[src/rtl/apb_pkg.sv]
// Shared types and decode helpers for the APB register file.
package apb_pkg;

    localparam int MAX_REGS = 1024;

    typedef enum logic [1:0] {
        ST_IDLE = 2'd0,
        ST_WAIT = 2'd1,
        ST_DONE = 2'd2
    } apb_state_e;

    typedef struct packed {
        logic [31:0] idx;
        logic        err;
    } apb_dec_t;

    function automatic int strb_w(input int data_w);
        return data_w / 8;
    endfunction

    // Index is addr/bytes; error on misalignment, out-of-range index or a write to a read-only register.
    function automatic apb_dec_t apb_decode(input logic [63:0]         addr,
                                            input logic                wr,
                                            input int unsigned         bytes,
                                            input int unsigned         num_regs,
                                            input logic [MAX_REGS-1:0] ro_mask);
        apb_dec_t    d;
        logic [63:0] idx64;
        idx64 = addr / 64'(bytes);
        d.idx = idx64[31:0];
        if ((addr % 64'(bytes)) != 64'd0) begin
            d.err = 1'b1;
        end else if (idx64 >= 64'(num_regs)) begin
            d.err = 1'b1;
        end else if (wr && ro_mask[idx64[9:0]]) begin
            d.err = 1'b1;
        end else begin
            d.err = 1'b0;
        end
        return d;
    endfunction

endpackage

[src/rtl/apb_regfile_if.sv]
// APB4 completer-side bus bundle for the register file.
interface apb_regfile_if #(
    parameter int ADDR_W = 32,
    parameter int DATA_W = 32
) ();
    logic                  psel;
    logic                  penable;
    logic                  pwrite;
    logic [ADDR_W-1:0]     paddr;
    logic [DATA_W-1:0]     pwdata;
    logic [DATA_W/8-1:0]   pstrb;
    logic                  pready;
    logic [DATA_W-1:0]     prdata;
    logic                  pslverr;

    modport master (
        output psel, penable, pwrite, paddr, pwdata, pstrb,
        input  pready, prdata, pslverr
    );

    modport slave (
        input  psel, penable, pwrite, paddr, pwdata, pstrb,
        output pready, prdata, pslverr
    );
endinterface

[src/rtl/apb_regfile_reg.sv]
// One register with byte-strobe write merge and asynchronous clear.
module apb_regfile_reg
    import apb_pkg::*;
#(
    parameter int DATA_W = 32
) (
    input  logic                       clk,
    input  logic                       rst,
    input  logic                       we,
    input  logic [DATA_W-1:0]          wdata,
    input  logic [strb_w(DATA_W)-1:0]  strb,
    output logic [DATA_W-1:0]          q
);
    localparam int BYTES = strb_w(DATA_W);

    logic [DATA_W-1:0] q_r;
    logic [DATA_W-1:0] merged_s;

    // Select new or old byte lane by strobe.
    always_comb begin
        merged_s = q_r;
        for (int k = 0; k < BYTES; k++) begin
            if (strb[k]) begin
                merged_s[k*8 +: 8] = wdata[k*8 +: 8];
            end else begin
                merged_s[k*8 +: 8] = q_r[k*8 +: 8];
            end
        end
    end

    // Register storage.
    always_ff @(posedge clk or posedge rst) begin
        if (rst) begin
            q_r <= '0;
        end else if (we) begin
            q_r <= merged_s;
        end else begin
            q_r <= q_r;
        end
    end

    assign q = q_r;
endmodule

[src/rtl/apb_regfile.sv]
// APB4 completer register file: FSM with optional wait states, decode, read mux and write pulses.
module apb_regfile
    import apb_pkg::*;
#(
    parameter int                  DATA_W      = 32,
    parameter int                  ADDR_W      = 32,
    parameter int                  NUM_REGS    = 16,
    parameter int                  WAIT_CYCLES = 0,
    parameter logic [NUM_REGS-1:0] RO_MASK     = '0
) (
    input  logic                         clk,
    input  logic                         rst,
    apb_regfile_if.slave                 bus,
    output logic [NUM_REGS*DATA_W-1:0]   reg_q,
    output logic [NUM_REGS-1:0]          wr_pulse
);
    localparam int          BYTES     = strb_w(DATA_W);
    localparam logic [1:0]  S_IDLE    = ST_IDLE;
    localparam logic [1:0]  S_WAIT    = ST_WAIT;
    localparam logic [1:0]  S_DONE    = ST_DONE;
    localparam logic [3:0]  WAIT_LOAD = (WAIT_CYCLES > 0) ? 4'(WAIT_CYCLES - 1) : 4'd0;

    logic [1:0]          state_r, state_nxt_s;
    logic [3:0]          cnt_r;
    logic                pready_r;
    logic [NUM_REGS-1:0] wr_pulse_r;
    logic [NUM_REGS-1:0] we_s;
    logic                wr_en_s;
    logic [DATA_W-1:0]   rd_s;
    logic [DATA_W-1:0]   regs_s [NUM_REGS];
    apb_dec_t            dec_s;

    assign dec_s = apb_decode(64'(bus.paddr), bus.pwrite, BYTES, NUM_REGS, MAX_REGS'(RO_MASK));

    // Next-state logic; dropping psel outside IDLE abandons the transfer.
    always_comb begin
        state_nxt_s = state_r;
        case (state_r)
            S_IDLE: begin
                if (bus.psel && !bus.penable) begin
                    state_nxt_s = (WAIT_CYCLES > 0) ? S_WAIT : S_DONE;
                end else begin
                    state_nxt_s = S_IDLE;
                end
            end
            S_WAIT: begin
                if (!bus.psel) begin
                    state_nxt_s = S_IDLE;
                end else if (cnt_r == 4'd0) begin
                    state_nxt_s = S_DONE;
                end else begin
                    state_nxt_s = S_WAIT;
                end
            end
            S_DONE:  state_nxt_s = S_IDLE;
            default: state_nxt_s = S_IDLE;
        endcase
    end

    // State, wait counter and pready (registered, so no path from penable).
    always_ff @(posedge clk or posedge rst) begin
        if (rst) begin
            state_r  <= S_IDLE;
            cnt_r    <= 4'd0;
            pready_r <= 1'b0;
        end else begin
            state_r  <= state_nxt_s;
            pready_r <= (state_nxt_s == S_DONE);
            if (state_r == S_IDLE && state_nxt_s == S_WAIT) begin
                cnt_r <= WAIT_LOAD;
            end else if (state_r == S_WAIT && cnt_r != 4'd0) begin
                cnt_r <= cnt_r - 4'd1;
            end else begin
                cnt_r <= cnt_r;
            end
        end
    end

    assign wr_en_s = (state_r == S_DONE) && bus.psel && bus.penable && bus.pwrite && !dec_s.err;

    // Per-register write enables and read mux.
    always_comb begin
        we_s = '0;
        rd_s = '0;
        for (int i = 0; i < NUM_REGS; i++) begin
            if (dec_s.idx == 32'(i)) begin
                we_s[i] = wr_en_s && !RO_MASK[i];
                rd_s    = regs_s[i];
            end else begin
                we_s[i] = 1'b0;
            end
        end
    end

    // Write pulse lines up with the updated register value.
    always_ff @(posedge clk or posedge rst) begin
        if (rst) begin
            wr_pulse_r <= '0;
        end else begin
            wr_pulse_r <= we_s;
        end
    end

    for (genvar g = 0; g < NUM_REGS; g++) begin : g_reg
        apb_regfile_reg #(.DATA_W(DATA_W)) u_reg (
            .clk   (clk),
            .rst   (rst),
            .we    (we_s[g]),
            .wdata (bus.pwdata),
            .strb  (bus.pstrb),
            .q     (regs_s[g])
        );
        assign reg_q[g*DATA_W +: DATA_W] = regs_s[g];
    end

    assign bus.pready  = pready_r;
    assign bus.pslverr = (state_r == S_DONE) && dec_s.err;
    assign bus.prdata  = ((state_r == S_DONE) && !bus.pwrite && !dec_s.err) ? rd_s : '0;
    assign wr_pulse    = wr_pulse_r;
endmodule

[src/flat_wrapper.sv]
// flat-port wrapper written by rule: the top's interface ports become plain ports
module apb_regfile_flat import apb_pkg::*;
#(
    parameter int                  DATA_W      = 32,
    parameter int                  ADDR_W      = 32,
    parameter int                  NUM_REGS    = 16,
    parameter int                  WAIT_CYCLES = 0,
    parameter logic [NUM_REGS-1:0] RO_MASK     = '0
)
  (clk, rst, reg_q, wr_pulse, bus_psel, bus_penable, bus_pwrite, bus_paddr, bus_pwdata, bus_pstrb, bus_pready, bus_prdata, bus_pslverr);
  apb_regfile_if #(.ADDR_W(ADDR_W), .DATA_W(DATA_W)) bus_i ();
  input  logic clk;
  input  logic rst;
  output logic [NUM_REGS*DATA_W-1:0] reg_q;
  output logic [NUM_REGS-1:0] wr_pulse;
  input wire logic [$bits(bus_i.psel)-1:0] bus_psel;
  input wire logic [$bits(bus_i.penable)-1:0] bus_penable;
  input wire logic [$bits(bus_i.pwrite)-1:0] bus_pwrite;
  input wire logic [$bits(bus_i.paddr)-1:0] bus_paddr;
  input wire logic [$bits(bus_i.pwdata)-1:0] bus_pwdata;
  input wire logic [$bits(bus_i.pstrb)-1:0] bus_pstrb;
  output wire logic [$bits(bus_i.pready)-1:0] bus_pready;
  output wire logic [$bits(bus_i.prdata)-1:0] bus_prdata;
  output wire logic [$bits(bus_i.pslverr)-1:0] bus_pslverr;
  assign bus_i.psel = bus_psel;
  assign bus_i.penable = bus_penable;
  assign bus_i.pwrite = bus_pwrite;
  assign bus_i.paddr = bus_paddr;
  assign bus_i.pwdata = bus_pwdata;
  assign bus_i.pstrb = bus_pstrb;
  assign bus_pready = bus_i.pready;
  assign bus_prdata = bus_i.prdata;
  assign bus_pslverr = bus_i.pslverr;
  apb_regfile #(.DATA_W(DATA_W), .ADDR_W(ADDR_W), .NUM_REGS(NUM_REGS), .WAIT_CYCLES(WAIT_CYCLES), .RO_MASK(RO_MASK)) u_core (.clk(clk), .rst(rst), .bus(bus_i), .reg_q(reg_q), .wr_pulse(wr_pulse));
endmodule
[config.mk]
export PLATFORM = sky130hd
export DESIGN_NAME = apb_regfile_flat
export DESIGN_NICKNAME = d
export VERILOG_FILES = /design/src/rtl/apb_pkg.sv /design/src/rtl/apb_regfile_if.sv /design/src/rtl/apb_regfile_reg.sv /design/src/rtl/apb_regfile.sv /design/src/flat_wrapper.sv
export SDC_FILE = /design/constraint.sdc
export NUM_CORES = 1
export LEC_CHECK = 0
export ABC_AREA = 1
export CAP_MARGIN = 0
export CORE_AREA = 10 10 240 242
export CTS_CLUSTER_SIZE = 24
export DETAILED_ROUTE_END_ITERATION = 10
export DIE_AREA = 0 0 250 252
export HOLD_SLACK_MARGIN = 0.02
export PLACE_DENSITY_LB_ADDON = 0.1
export SLEW_MARGIN = 25
export SYNTH_ARGS = -nofsm -noshare
export SYNTH_HDL_FRONTEND = slang
export SYNTH_SLANG_ARGS = --single-unit
[constraint.sdc]
create_clock -name clk -period 48.8 [get_ports clk]
set_input_delay 12.2 -clock clk [delete_from_list [all_inputs] [get_ports clk]]
set_output_delay 12.2 -clock clk [all_outputs]
set_load 0.005 [all_outputs]
# --- After elaboration in Yosys (flattened, before gate mapping) ---
# Memory sizes are Yosys's and may differ from the RTL's.
# Index checks and enable logic that the tools add are counted.
word_totals:
  wordCells: 218
  rom_bits: 1024
  in_bits: 73
  regBits: 535
  memories: 1
memory_table:
  columns: ["memory", "depth", "width", "read_ports", "rd_ports_with_merged_regs", "write_ports", "line", "source"]
  rows:
  - ["(name not given)", 1024, 1, 1, 0, 0, "apb_pkg.sv:35", "end else if (wr && ro_mask[idx64[9:0]]) begin"]
op_classes:
  mux: 43
  reduce_logical: 84
  n_lt_le_gt_ge: 2
  n_eq_ne: 19
  add_sub_neg: 1
op_table:
  columns: ["op", "count"]
  rows:
  - ["2-to-1 mux 32 bit", 17]
  - ["== test 30 x 4 -> 1 bit (second input constant)", 8]
  - ["AND reduction 2 bit", 64]
  - ["== test 30 x 3 -> 1 bit (second input constant)", 4]
  - ["nonzero test 64 bit", 1]
  - ["== test 30 x 2 -> 1 bit (second input constant)", 2]
  - ["logical NOT 32 bit", 1]
  - ["== test 30 x 1 -> 1 bit (second input constant)", 1]
  - [">= comparator 30 x 5 -> 1 bit (second input constant)", 1]
  - ["2-to-1 mux 1 bit", 20]
  - ["logical AND 1 bit", 11]
  - ["< comparator 10 x 11 -> 1 bit (second input constant)", 1]
  - ["2-to-1 mux 4 bit", 2]
  - ["2-to-1 mux 2 bit", 3]
  - ["== test 2 x 1 -> 1 bit (second input constant)", 2]
  - ["== test 2 bit (second input constant)", 2]
  - ["logical NOT 4 bit", 1]
  - ["one-hot mux 2 bit (2 select lines)", 1]
  - ["nonzero test 4 bit", 1]
  - ["subtractor 4 x 1 -> 4 bit (second input constant)", 1]
  - ["logical NOT 1 bit", 3]
  - ["logical NOT 2 bit", 1]
  - ["nonzero test 2 bit", 1]

# --- Logic depth before layout (Yosys ltp) ---
# Gate-level depths: netlist of run 1.
depth:
  depth_word: 18
  ltp_mapped: 28

# --- Cells and area by module ---
# From an unflattened synthesis of run 1, not the netlist that was laid out.
hier_totals:
  hier_cells: 3589
  hier_area_um2: 27158.5
modules_own_cells:
  columns: ["module", "cells_each", "area_each_um2", "n_inst", "seq_area_each_um2"]
  rows:
  - ["apb_regfile_reg", 141, 1295.0, 16, 800.8]
  - ["apb_regfile", 1333, 6438.7, 1, 575.6]

# --- Worst setup path before layout of run 1 ---
# No wires, ideal clock.
synth_path:
  path_type: "input port to output port"
  from: "in bus_paddr[25]"
  to: "out bus_prdata[22]"
  n_path_buf: 3
  t_arrival_ns: 14.133
  cell_stages: 19
  setup_slack_ns: 22.467
  cell_sequence: "nor2_1 -> nand2_1 -> nor2_2 -> nand2_4 -> nor2_2 -> buf_4 -> nand2_4 -> buf_2 -> buf_6 -> nand3_1 -> nand3_1 -> a21oi_1 -> nand4_1 -> o211ai_1 -> nand3_1 -> o211ai_1 -> nand4_1 -> o21bai_1 -> a21oi_1"
synth_between:
  elab_chain_len: 18
  word_cells_on_any_way: 38
  classes_between: "order compare: 1; eq/ne: 15; mux: 19; reduce/logical: 3"
synth_lines:
  columns: ["element", "line", "source"]
  rows:
  - ["from (decl)", "flat_wrapper.sv:19", "input wire logic [$bits(bus_i.paddr)-1:0] bus_paddr;"]
  - ["logical NOT 32 bit", "apb_regfile.sv:86", "if (dec_s.idx == 32'(i)) begin"]
  - ["2-to-1 mux 32 bit (16 in a row)", "apb_regfile.sv:86", null]
  - ["2-to-1 mux 32 bit *", "apb_regfile.sv:118", "assign bus.prdata = ((state_r == S_DONE) && !bus.pwrite && !dec_s.err) ? rd_s : '0;"]
  - ["to (decl)", "flat_wrapper.sv:23", "output wire logic [$bits(bus_i.prdata)-1:0] bus_prdata;"]
# Mark *: on every way between the ends. The rest lies on a longest branch, timed or not.

# --- Final worst setup path of run 1 ---
layout_path:
  from: "in bus_paddr[14]"
  to: "out bus_prdata[2]"
# Same word-level chain as after synthesis.

==> flow_summary_export.csv, run 1 <==
group,metric,value,unit
synthesis,ys_seq_elements,535,
place,hpwl,78600,um
die,dieWidth,250,um
die,fp.dieArea,63000,um2
synthesis,yosysWarningCount,0,
synthesis,syn-instance-count,3182,
setup_path,r2r-end,"u_core.g_reg[9].u_reg.q[0]",
drt,drt_wl_total,103000,um
power_and_ir_drop,powerDensity,27.0,nW/um2
drt,ant_nets,0,
clock_tree,holdBufCountCts,0,
place,gp_congestion,0.932,
setup_path,startpoint_type,"input pin",
synthesis,synth_area,25000,um2
place,numPortBuffers,634,
synthesis,syn_nets,3256,
setup_path,r2r_start,"u_core.state_r[1]",
synthesis,synth_ff_type,"dfrtp_1",
clock_tree,cts.sinks,535,
power_and_ir_drop,vdd_drop_max,0.0000283,V
timing,maxSlewHeadroom,0.316,
drt,vias,24500,
worst_hold_path,min_to,"u_core.cnt_r[3]",
setup_path,path_depth,23,
final_layout,diodes,0,
drt,wl_per_cell,23.3,um
power_and_ir_drop,power_leakage,0.0149,uW
global_routing,grt_pass1_vias,23900,
clock_tree,h-tree-depth,2,
drt,drc_errors,0,
synthesis,avgSynthCellArea,7.87,um2
timing,tightestPinTransition,1030,ps
final_layout,drive_above_1_share,0.0489,
setup_path,path_class,"in -> out",
timing,drv_slew,0,
setup_path,worstRegToRegCells,8,
clock_tree,cts_resized,0,
die,initial_core_util,0.477,
flow_run,maxCapViolCount,0,
clock_tree,cts.clk_slew.worst_paths,60,ps
worst_hold_path,hold_class,"reg -> reg",
setup_path,worst-path-max-fanout,44,
setup_path,arrival,17270,ps
setup_path,cp_slowest_cell,"nor2_2",
global_routing,grt_first_pass_wirelength,153000,um
setup_path,worst-endpoint-required,36600,ps
die,num_io_pins,635,
setup_path,critPathBufInv,4,
drt,dr.pass1.iters,6,
die,die_h,252,um
worst_hold_path,min_path_cells,1,
final_layout,nets,3779,
timing,rsz0062_at_grt,"false",
clock_tree,clockBufferDepth,3,
global_routing,antenna_found_initial,1,
global_routing,grt_max_degree,113,
clock_tree,clkLatencyLatePin,630,ps
timing,fin_worst_skew,17.4,ps
synthesis,yosys.cell_types.count,37,
setup_path,worst_setup_path_end_kind,"output port",
timing,holdWs,470,ps
timing,setup_violations,0,
clock_tree,cts_buffers,58,
global_routing,gr-total-overflow,0,
setup_path,r2r_setup_slack,45690,ps
timing,timing.fmax,0.0339,GHz
clock_tree,clock-root-buffer,"clkbuf_16",
timing,fin_crit,29470,ps
timing,post-route-period-util,0.604,
final_layout,fin_area,33500,um2
clock_tree,cts_tree,"done",
setup_path,cp_common_cell,"nand2_1",
setup_path,cp_top_family,"simple AND/OR/NAND/NOR gates",
die,std_cell_rows,84,
worst_hold_path,hold_start,"u_core.cnt_r[3]",
place,dpl_cell_area,31600,um2
setup_path,slowest_delay,770,ps
outcome,outcome,"completed",
die,core-area,52400,um2
clock_tree,postCtsSetupBuffers,0,
drt,vias_per_cell,5.53,
timing,final_hold_viol_count,0,
final_layout,area_delta_synth_final,33.8,%
power_and_ir_drop,total_power,903,uW
synthesis,ys_async_sr_fraction,1.00,
synthesis,synth_edf_count,0,
timing,setup_tns,0,ps
global_routing,grt_usage,0.315,
drt,first_iter_violations,2384,
setup_path,path_cells,"clkdlybuf4s50_1, inv_1, nand2_1, nor2_1, nand2_1, nor2_2, nand2_2, nor2_2, inv_2, nand2_1, o22ai_1, nand2_1, nand2_1, nand2_1, nand2_1, nand2_1, nand2_1, nand2_1, nand2_1, nand3b_1, nand2_1, a21oi_1, clkdlybuf4s50_1",
synthesis,ys_seq_area_frac,0.535,
## cells by family (layout without fill, tap and decap cells)
| group | after synthesis | count (layout) | share of synthesized area |
|---|---|---|---|
| adder cells (fa/ha/maj) | 1 | 1 | 0.000500 |
| flip-flops | 535 | 535 | 0.535 |
| AND/OR/NAND/NOR | 1363 | 1363 | 0.225 |
| AO/OA/AOI/OAI | 818 | 818 | 0.166 |
| buffers and inverters | 463 | 1027 | 0.0731 |
| XOR/XNOR | 2 | 2 | 0.000700 |
## flip-flops by register name, summed over array words and instances (netlist names)
| signal | count |
|---|---|
| u_core.bus.pready | 1 |
| u_core.cnt_r | 4 |
| u_core.g.u_reg.q | 512 |
| u_core.state_r | 2 |
| u_core.wr_pulse | 16 |
## worst max path at each step
stage	from	to	slack, ps
3_3_place_gp	bus_paddr[10]	bus_prdata[12]	19490
2_1_floorplan	rst	u_core.bus.pready	21650
5_1_grt	bus_paddr[11]	bus_prdata[2]	18890
4_1_cts	bus_paddr[14]	bus_prdata[12]	19330
3_5_place_dp	bus_paddr[14]	bus_prdata[12]	19340
6_report	bus_paddr[14]	bus_prdata[2]	19330
## layout by cell type, fill, tap and decap left out, types with 16 or more instances in the layout
cell type	instances
nand4_1	25
nand3_1	71
clkdlybuf4s50_1	634
nor2_1	79
clkbuf_1	18
clkbuf_16	58
or2_2	38
nand2_1	1083
dfrtp_1	535
o21ai_0	714
buf_4	18
o21ai_1	16
inv_1	261
a21oi_1	64
## synthesized netlist by cell type, types with 6 or more instances
cell / count / area, um2
nand2_1: 1083 / 4070
o21ai_0: 714 / 3570
dfrtp_1: 535 / 13400
inv_1: 264 / 991
clkbuf_1: 131 / 492
nor2_1: 82 / 308
nand3_1: 74 / 370
a21oi_1: 64 / 320
buf_2: 41 / 205
or2_2: 38 / 238
nand4_1: 25 / 156
o21ai_1: 16 / 80.1
buf_1: 12 / 45.0
nand3b_1: 11 / 82.6
or2_0: 10 / 62.6
nor2_2: 8 / 50.1
nor4_1: 8 / 50.1
o211ai_1: 8 / 60.1
o21bai_1: 7 / 52.6
buf_4: 6 / 45.0
## per-layer routing
metal  GRT usage  routed length, um  vias to the layer above
met5           0                 12                        -
met4       0.151               5350                        2
met3      0.0793               8130                      239
met2       0.553              51900                     1032
met1       0.355              37900                    12000
li1            -                  -                    11300
## worst reg2reg max path: cells and delay by family (launching register included)
kind / cells / cell delay [ps]
AND/OR/NAND/NOR: 5 / 2140
buffers and inverters: 2 / 140
AO/OA/AOI/OAI: 1 / 360
flip-flops: 1 / 370
## power breakdown
group / switching, uW / total, uW / internal [uW]
Combinational: 20.5 / 26.8 / 6.35
Sequential: 0.0736 / 444 / 444
Clock: 185 / 433 / 248
Total: 205 / 903 / 698
## layout make-up
class | count | area, um2
multi-input combinational | 2184 | 9860
clock buffer | 89 | 1700
sequential | 535 | 13400
tap | 688 | 861
timing repair buffer | 655 | 6520
fill | 4597 | 19000
inverter | 271 | 1030
clock inverter | 12 | 131
## metrics by stage
step	utilization	cells	setup WS (ps)
CTS	0.638	4434	19330
global placement	0.603	4333	19490
finish	0.638	4434	19330
floorplan	-	3182	21650
detailed placement	0.603	4333	19340
global route	0.638	4434	18890
Power figures use the tool's default switching activity.
==> run 2: changes to the inputs <==
--- a/config.mk
+++ b/config.mk
@@ -7,10 +7,11 @@
 export LEC_CHECK = 0
 export ABC_AREA = 1
 export CAP_MARGIN = 0
-export CORE_AREA = 10 10 240 242
+export CORE_ASPECT_RATIO = 0.75
+export CORE_MARGIN = 10
+export CORE_UTILIZATION = 50
 export CTS_CLUSTER_SIZE = 24
 export DETAILED_ROUTE_END_ITERATION = 10
-export DIE_AREA = 0 0 250 252
 export HOLD_SLACK_MARGIN = 0.02
 export PLACE_DENSITY_LB_ADDON = 0.1
 export SLEW_MARGIN = 25
==> constraint.sdc (replaced) <==
create_clock -name clk -period 30.7 [get_ports clk]
set_input_delay 7.675 -clock clk [delete_from_list [all_inputs] [get_ports clk]]
set_output_delay 7.675 -clock clk [all_outputs]
set_load 0.005 [all_outputs]
==> run 2 against run 1 <==
  * Sequential cell count unchanged
  * Cell count down 0.99%
  * Largest cell class unchanged
  * Setup slack worse by 8900 ps
  * Highest routed layer is now met4
  * Critical endpoint is now bus_prdata[30]
  * Clock power up 62%
  * First-iteration DRC count up 15%
==> flow_summary_export.csv, run 2 (synthesis results as in run 1) <==
group,metric,value,unit
drt,first_iter_violations,2737,
timing,timing.fmax,0.0494,GHz
timing,setup_violations,0,
timing,post-route-period-util,0.659,
power_and_ir_drop,powerDensity,43.3,nW/um2
final_layout,multi_input_area,9860,um2
global_routing,grt_usage,0.326,
clock_tree,clock-root-buffer,"clkbuf_16",
drt,vias_per_cell,5.64,
setup_path,startpoint_type,"input pin",
clock_tree,holdBufCountCts,0,
clock_tree,cts_resized,0,
drt,dr.pass1.iters,7,
timing,setup_tns,0,ps
clock_tree,cts.clk_slew.worst_paths,60,ps
final_layout,drive_above_1_share,0.0516,
final_layout,mostFrequentLayoutCells,"nand2_1, o21ai_0, clkdlybuf4s50_1",
timing,fin_worst_skew,25.5,ps
outcome,outcome,"completed",
global_routing,grt_first_pass_wirelength,149000,um
timing,drv_slew,0,
place,hpwl,75200,um
flow_run,maxCapViolCount,0,
timing,fin_crit,20230,ps
timing,holdWs,487,ps
setup_path,arrival,12550,ps
setup_path,worst_setup_path_end_kind,"output port",
drt,drt_wl_total,100000,um
final_layout,area_delta_synth_final,33.8,%
drt,drc_errors,0,
global_routing,grt_max_degree,180,
place,gp_congestion,0.957,
timing,maxSlewHeadroom,0.303,
drt,ant_nets,0,
setup_path,worst-endpoint-required,23030,ps
clock_tree,postCtsSetupBuffers,0,
die,die_h,214,um
drt,vias,24800,
die,fp.dieArea,59500,um2
final_layout,diodes,0,
setup_path,r2r_setup_slack,27640,ps
global_routing,gr-total-overflow,0,
final_layout,layout_commonest_cell,"nand2_1",
timing,final_hold_viol_count,0,
clock_tree,clockBufferDepth,3,
die,initial_core_util,0.509,
die,core-area,49100,um2
worst_hold_path,hold_class,"reg -> reg",
clock_tree,clkLatencyLatePin,620,ps
clock_tree,cts.sinks,535,
timing,rsz0062_at_grt,"false",
setup_path,path_class,"in -> out",
power_and_ir_drop,vdd_drop_max,0.0000400,V
clock_tree,cts_buffers,53,
timing,tightestPinTransition,1040,ps
setup_path,worst-path-max-fanout,30,
power_and_ir_drop,power_leakage,0.0150,uW
die,std_cell_rows,70,
clock_tree,h-tree-depth,2,
global_routing,antenna_found_initial,0,
setup_path,worstRegToRegCells,9,
die,num_io_pins,635,
die,dieWidth,278,um
final_layout,nets,3774,
final_layout,largest_register_ffs,512,
clock_tree,cts_tree,"done",
drt,wl_per_cell,22.8,um
final_layout,fill_cells,4014,
final_layout,regArea,13400,um2
global_routing,grt_pass1_vias,23700,
worst_hold_path,min_path_cells,1,
place,numPortBuffers,634,
run 2: through the flow:
| stage | total power (uW) | instances | setup WS, ps | cell area [um2] | utilization |
|---|---|---|---|---|---|
| after floorplan | 740 | 3182 | 8070 | 25000 | - |
| after global placement | 760 | 4292 | 10700 | 31600 | 0.643 |
| after detailed placement | 761 | 4292 | 10660 | 31600 | 0.643 |
| after CTS | 1450 | 4389 | 10640 | 33400 | 0.680 |
| after global routing | 1490 | 4390 | 10200 | 33500 | 0.681 |
| final | 1450 | 4390 | 10470 | 33500 | 0.681 |
run 2: worst paths after layout:
check,start,end
setup / recovery,bus_paddr[11],bus_prdata[30]
hold / removal,u_core.state_r[1],u_core.state_r[1]
setup reg to reg,u_core.state_r[1],u_core.g_reg[0].u_reg.q[0]
hold reg to reg,u_core.state_r[1],u_core.state_r[1]
max in group asynchronous,rst,u_core.g_reg[9].u_reg.q[28]
min in group asynchronous,rst,u_core.g_reg[2].u_reg.q[18]
run 2: report_power, final:
group	leakage [uW]	total, uW	internal, uW	switching (uW)
clock network	0.000929	702	409	293
registers	0.00748	705	705	0.0750
logic	0.00657	42.4	10.5	31.9
run 2: critical path: stages:
cell and delay [ps]:
clkdlybuf4s50_1 400, inv_1 50, nand2_1 50, nor2_1 100
nand2_1 440, nor2_2 770, nand2_2 230, nor2_4 130
buf_4 330, inv_1 550, nand4_1 290, o211ai_1 160
nand4_1 180, nand2_1 70, nand2_1 60, nand2_1 50
nand2_1 50, nand2_1 70, nand2_1 60, nand2_1 70
a21oi_1 170, clkdlybuf4s50_1 560
run 2: area by class of cell:
class                           count  area share
Inverter                          271      0.0307
Clock inverter                     26     0.00942
Clock buffer                       71      0.0458
Multi-Input combinational cell   2184       0.294
Timing Repair Buffer              655       0.196
Tap cell                          648      0.0242
Sequential cell                   535       0.400
run 2: per-layer routing:
| layer | vias to the layer above | share of wire | track usage | routed length, um |
|---|---|---|---|---|
| met1 | 12100 | 0.39 | 0.397 | 38800 |
| met5 | - | 0 | 0 | 0 |
| met2 | 1135 | 0.48 | 0.549 | 48400 |
| met4 | 0 | 0.044 | 0.140 | 4420 |
| met3 | 212 | 0.086 | 0.0793 | 8600 |
| li1 | 11300 | - | - | - |
